<file path="config.mk">
export PLATFORM = sky130hd
export DESIGN_NAME = penny_pin_test_sequencer
export DESIGN_NICKNAME = d
export VERILOG_FILES = /design/src/rtl/penny_pin_test_sequencer.sv
export SDC_FILE = /design/constraint.sdc
export NUM_CORES = 1
export LEC_CHECK = 0
export ABC_CLOCK_PERIOD_IN_PS = 5050
export CORE_MARGIN = 2
export CORE_UTILIZATION = 23
export CTS_BUF_LIST = sky130_fd_sc_hd__clkbuf_4 sky130_fd_sc_hd__clkbuf_8
export CTS_CLUSTER_SIZE = 16
export DETAILED_ROUTE_END_ITERATION = 8
export GPL_TIMING_DRIVEN = 1
export SYNTH_ARGS = -nofsm -noshare
export SYNTH_HDL_FRONTEND = slang
export SYNTH_SLANG_ARGS = --single-unit
export TNS_END_PERCENT = 10
</file>
<file path="constraint.sdc">
create_clock -name _125MHZ -period 5.05 [get_ports _125MHZ]
set_input_delay 1.01 -clock _125MHZ [delete_from_list [all_inputs] [get_ports _125MHZ]]
set_output_delay 1.01 -clock _125MHZ [all_outputs]
set_load 0.05 [all_outputs]
</file>
<file path="src/rtl/penny_pin_test_sequencer.sv">
// Penny board-wiring test sequencer.
// Drives all test pins from one registered pattern bus and steps through
// ALL0 -> ALL1 -> WALK1 -> WALK0 -> DIVCLK, on a dwell timer or manual advance.
// Handshake: start/advance are single-cycle pulses sampled on the rising clock
// edge; abort is level-sensitive and overrides every other request that cycle.
// led[2:0] mirrors the FSM state code so checkers can observe the state.
module penny_pin_test_sequencer #(
   parameter int NPINS        = 49,
   parameter int DWELL_CYCLES = 125_000_000,
   parameter int DIV_TAP      = 6
) (
   input  logic             _125MHZ,
   input  logic             reset_n,
   input  logic             start,
   input  logic             abort,
   input  logic             loop,
   input  logic             manual,
   input  logic             advance,
   output logic [NPINS-1:0] pin_bus,
   output logic [7:0]       led,
   output logic             busy,
   output logic             done,
   output logic [5:0]       step,
   output logic [7:0]       pass_count
);

   localparam int DIVW = DIV_TAP + 22;
   localparam int DWW  = $clog2(DWELL_CYCLES);
   localparam logic [DWW-1:0] DWELL_LAST = DWW'(DWELL_CYCLES - 1);
   localparam logic [5:0]     STEP_LAST  = 6'(NPINS - 1);

   typedef enum logic [2:0] {
      IDLE   = 3'd0,
      ALL0   = 3'd1,
      ALL1   = 3'd2,
      WALK1  = 3'd3,
      WALK0  = 3'd4,
      DIVCLK = 3'd5,
      DONE   = 3'd6
   } state_t;

   state_t           state;
   state_t           state_nx;
   logic [5:0]       step_nx;
   logic [DWW-1:0]   dwell;
   logic [DWW-1:0]   dwell_nx;
   logic [7:0]       pass_nx;
   logic [DIVW-1:0]  divcnt;
   logic [DIVW-1:0]  divcnt_nx;
   logic [NPINS-1:0] walk_bit;
   logic [NPINS-1:0] pattern_nx;
   logic             step_end;
   logic             heartbeat;

   assign divcnt_nx = divcnt + 1'b1;
   assign heartbeat = divcnt[DIVW-1];
   assign led       = {heartbeat, ~heartbeat, 3'b000, state};
   // In manual mode only advance ends a step; in auto mode only the dwell timer does.
   assign step_end  = manual ? advance : (dwell == DWELL_LAST);
   assign walk_bit  = NPINS'(1) << step_nx;

   // Next-state, step index, dwell timer and pass counter.
   always_comb begin
      state_nx = state;
      step_nx  = step;
      dwell_nx = dwell;
      pass_nx  = pass_count;
      if (abort) begin
         state_nx = IDLE;
         step_nx  = '0;
         dwell_nx = '0;
      end else begin
         case (state)
            IDLE, DONE: begin
               step_nx  = '0;
               dwell_nx = '0;
               if (start) state_nx = ALL0;
            end
            default: begin
               if (step_end) begin
                  dwell_nx = '0;
                  case (state)
                     ALL0: state_nx = ALL1;
                     ALL1: begin
                        state_nx = WALK1;
                        step_nx  = '0;
                     end
                     WALK1: begin
                        if (step == STEP_LAST) begin
                           state_nx = WALK0;
                           step_nx  = '0;
                        end else begin
                           step_nx = step + 6'd1;
                        end
                     end
                     WALK0: begin
                        if (step == STEP_LAST) begin
                           state_nx = DIVCLK;
                           step_nx  = '0;
                        end else begin
                           step_nx = step + 6'd1;
                        end
                     end
                     DIVCLK: begin
                        pass_nx  = pass_count + 8'd1;
                        state_nx = loop ? ALL0 : DONE;
                     end
                     default: state_nx = IDLE;
                  endcase
               end else if (!manual) begin
                  dwell_nx = dwell + 1'b1;
               end
            end
         endcase
      end
   end

   // Pattern for the upcoming state, so the registered bus lines up with the state register.
   always_comb begin
      pattern_nx = '0;
      case (state_nx)
         ALL1:    pattern_nx = '1;
         WALK1:   pattern_nx = walk_bit;
         WALK0:   pattern_nx = ~walk_bit;
         DIVCLK: begin
            for (int i = 0; i < NPINS; i++) begin
               pattern_nx[i] = divcnt_nx[DIV_TAP + (i % 22)];
            end
         end
         default: pattern_nx = '0;
      endcase
   end

   // State register and registered outputs.
   always_ff @(posedge _125MHZ or negedge reset_n) begin
      if (!reset_n) begin
         state      <= IDLE;
         step       <= '0;
         dwell      <= '0;
         divcnt     <= '0;
         pass_count <= '0;
         pin_bus    <= '0;
         busy       <= 1'b0;
         done       <= 1'b0;
      end else begin
         state      <= state_nx;
         step       <= step_nx;
         dwell      <= dwell_nx;
         divcnt     <= divcnt_nx;
         pass_count <= pass_nx;
         pin_bus    <= pattern_nx;
         busy       <= (state_nx != IDLE) && (state_nx != DONE);
         done       <= (state_nx == DONE);
      end
   end

endmodule

</file>
==> reports/qor.yml <==
status: "completed"
syn_area_um2: 6640
cts_root_buffer: "clkbuf_8"
p_per_area_nw_per_um2: 275
max_freq_mhz: 248
cts_buffers: 17
fin_worst_skew_ns: 0.0214
synth_edf_count: 0
cp_top_family: "compound AO/OA/AOI/OAI gates"
drv_cap: 0
async_reset_ff_frac: 1.00
power_leakage_nw: 3.40
grt-ovfl-total: 0
worst-path-buf-inv: 1
vias_per_cell: 4.72
post_cts_buffers: 0
cts_tree: "built"
grt_pass1_wl_mm: 29.7
path_cells: "clkdlybuf4s50_1, nand3b_1, nor4_2, a21oi_2, o21ai_1, a2111oi_4, nor4b_1, mux2i_1, nand2_1"
synth_cell_types: 76
io_pins: 80
crit_required_ns: 5.36
synth_ff_type: "dfrtp_1"
drive_gt1_frac: 0.0903
drt_wl_total_mm: 18.4
path_class: "in -> reg"
ant_nets: 0
path_clk_slew_ns: 0.08
cpPeakStageDelay_ns: 0.83
rsz0062_at_grt: "no"
nets: 785
grt_pass1_vias: 5400
hold_viol_final: 0
critPathLaunchType: "input port"
p_total_mw: 2.27
seqCellArea_um2: 3080
min_period_ns: 4.03
start_util: 0.233
die_w_um: 174
crit_path_max_fanout: 23
setup_violations: 0
slowest_stage: "a21oi_2"
drt-pass1-iter-count: 6
cts_resized: 0
routedWlPerCell_um: 15.7
max_slew_margin: 0.267
dieArea_um2: 30200
tightest_slew_ns: 1.10
die_h_um: 174
yosys_warnings: 0
cts_max_level: 4
worstSkewPairLatency_ns: 0.44
antenna_found_initial: 0
post-route-period-util: 0.798
setup_tns_ns: 0
ys_seq_elements: 123
clock_sinks: 123
placementRows: 62
hold_ws_ns: 0.476
clk_path_buf_depth: 2
peakVddDrop_uv: 123
coreArea_um2: 28500
diodes: 0
drv_slew: 0
first_iter_violations: 366
area_delta_synth_final_pct: 24.4
netlist_instances: 703
nFillCells: 3065
drc: 0
port_buffers: 76
multi_input_area_um2: 3290
dp_hpwl_mm: 13.1
hold_buffers: 0
via_count: 5518
grt_max_degree: 66
grt_usage: 0.124
end_kind: "flip-flop"
arrival_ns: 4.34
synth-seq-area-share: 0.464
hold_path_class: "reg -> reg"
avgSynthCellArea_um2: 9.44
globalplace.congestion: 0.853
routing by layer:
layer,wire length (um),global-route usage,vias to the layer above,part of all wire
met5,0,0,-,0
met4,101,0.0273,0,0.0055
met3,1170,0.0374,10,0.064
met2,8770,0.201,147,0.48
met1,8340,0.164,2727,0.45
li1,-,-,2634,-
cell families after synthesis:
| kind of cell | after synthesis | synth area share |
|---|---|---|
| mux | 26 | 0.0394 |
| other cells | 1 | 0.000565 |
| simple gates | 286 | 0.221 |
| fa+ha+maj | 5 | 0.00942 |
| flops | 123 | 0.464 |
| buf+inv | 65 | 0.0432 |
| compound gates | 136 | 0.143 |
| xor+xnor | 61 | 0.0805 |
cells in the mapped netlist, types with 3 or more instances:
master	number	area, um^2
a21oi_1	35	175
a31oi_1	4	25.0
and2_1	4	25.0
and3_1	15	93.8
buf_2	7	35.0
buf_4	7	52.6
clkbuf_1	31	116
dfrtp_1	123	3080
ha_1	5	62.6
inv_1	19	71.3
mux2i_1	25	250
nand2_1	80	300
nand2b_1	6	37.5
nand3_1	30	150
nand3b_1	4	30.0
nand4_1	13	81.3
nor2_1	65	244
nor2b_1	3	18.8
nor3_1	18	90.1
nor3b_1	8	60.1
nor4_1	11	68.8
o211ai_1	7	52.6
o21a_1	3	22.5
o21ai_0	35	175
o22ai_1	4	25.0
o311ai_0	13	114
o311ai_1	3	26.3
or3_1	4	25.0
or4_1	3	22.5
xnor2_1	32	280
xor2_1	29	254
final cells by class:
| class | count | share of cell area |
|---|---|---|
| multi-input combinational | 517 | 0.399 |
| sequential | 123 | 0.373 |
| timing repair buffer | 95 | 0.109 |
| tap | 384 | 0.0582 |
| clock buffer | 21 | 0.0335 |
| clock inverter | 11 | 0.0191 |
| inverter | 19 | 0.00864 |
metrics by stage:
step	area (um^2)	worst slack, ns	utilization	instances
after floorplan	6650	1.77	-	705
after global placement	7820	0.638	0.274	1138
after detailed placement	7820	0.630	0.274	1138
after CTS	8260	1.09	0.289	1170
after global routing	8260	0.790	0.289	1170
final	8260	1.02	0.289	1170
layout by cell type (no fill, tap or decap), types with 4 or more instances in the layout:
cell | Yosys | routed
xnor2_1 | 32 | 32
and2_1 | 4 | 4
clkbuf_8 | 0 | 19
nand3_1 | 30 | 30
clkdlybuf4s50_1 | 0 | 75
nor3_1 | 18 | 17
or3_1 | 4 | 4
nand4_1 | 13 | 13
buf_4 | 7 | 20
nand2_1 | 80 | 80
dfrtp_1 | 123 | 123
xor2_1 | 29 | 29
a31oi_1 | 4 | 4
inv_1 | 19 | 19
o211ai_1 | 7 | 7
o311ai_0 | 13 | 13
nand2b_1 | 6 | 6
a21oi_1 | 35 | 35
o22ai_1 | 4 | 4
nand3b_1 | 4 | 4
nor3b_1 | 8 | 7
o21ai_0 | 35 | 35
ha_1 | 5 | 5
mux2i_1 | 25 | 25
nor2_1 | 65 | 65
nor4_1 | 11 | 11
and3_1 | 15 | 15
sequential cells by signal, summed over array words and instances (netlist names):
name and count:
pin_bus 49, divcnt 28, dwell 27, pass_count 8, step 6, state 3
busy 1, done 1
report_power, final:
part,total [mW],switching [mW],internal (mW)
Combinational,0.277,0.200,0.0768
Clock,0.968,0.435,0.533
Sequential,1.03,0.0163,1.01
worst reg2reg max path: stages (launching register included):
cell	delay, ns
dfrtp_1	0.56
and3b_1	0.26
o2bb2ai_1	0.86
o21ai_0	0.22
o21a_1	0.29
or4_1	0.77
nor4_1	0.31
mux2i_1	0.22
nand2_1	0.07
worst paths after layout:
path / cells after the start / slack, ns / from / to
worst min-delay path: 1 / 0.48 / pass_count[7] / pass_count[7]
max in group asynchronous: 2 / 3.34 / reset_n / divcnt[20]
worst max register to register: 8 / 1.37 / state[2] / pin_bus[2]
worst min register to register: 1 / 0.48 / pass_count[7] / pass_count[7]
min in group asynchronous: 1 / 0.68 / reset_n / dwell[20]
worst max-delay path: 9 / 1.02 / manual / pin_bus[6]
Note: power is estimated with default switching activity, not from simulation.
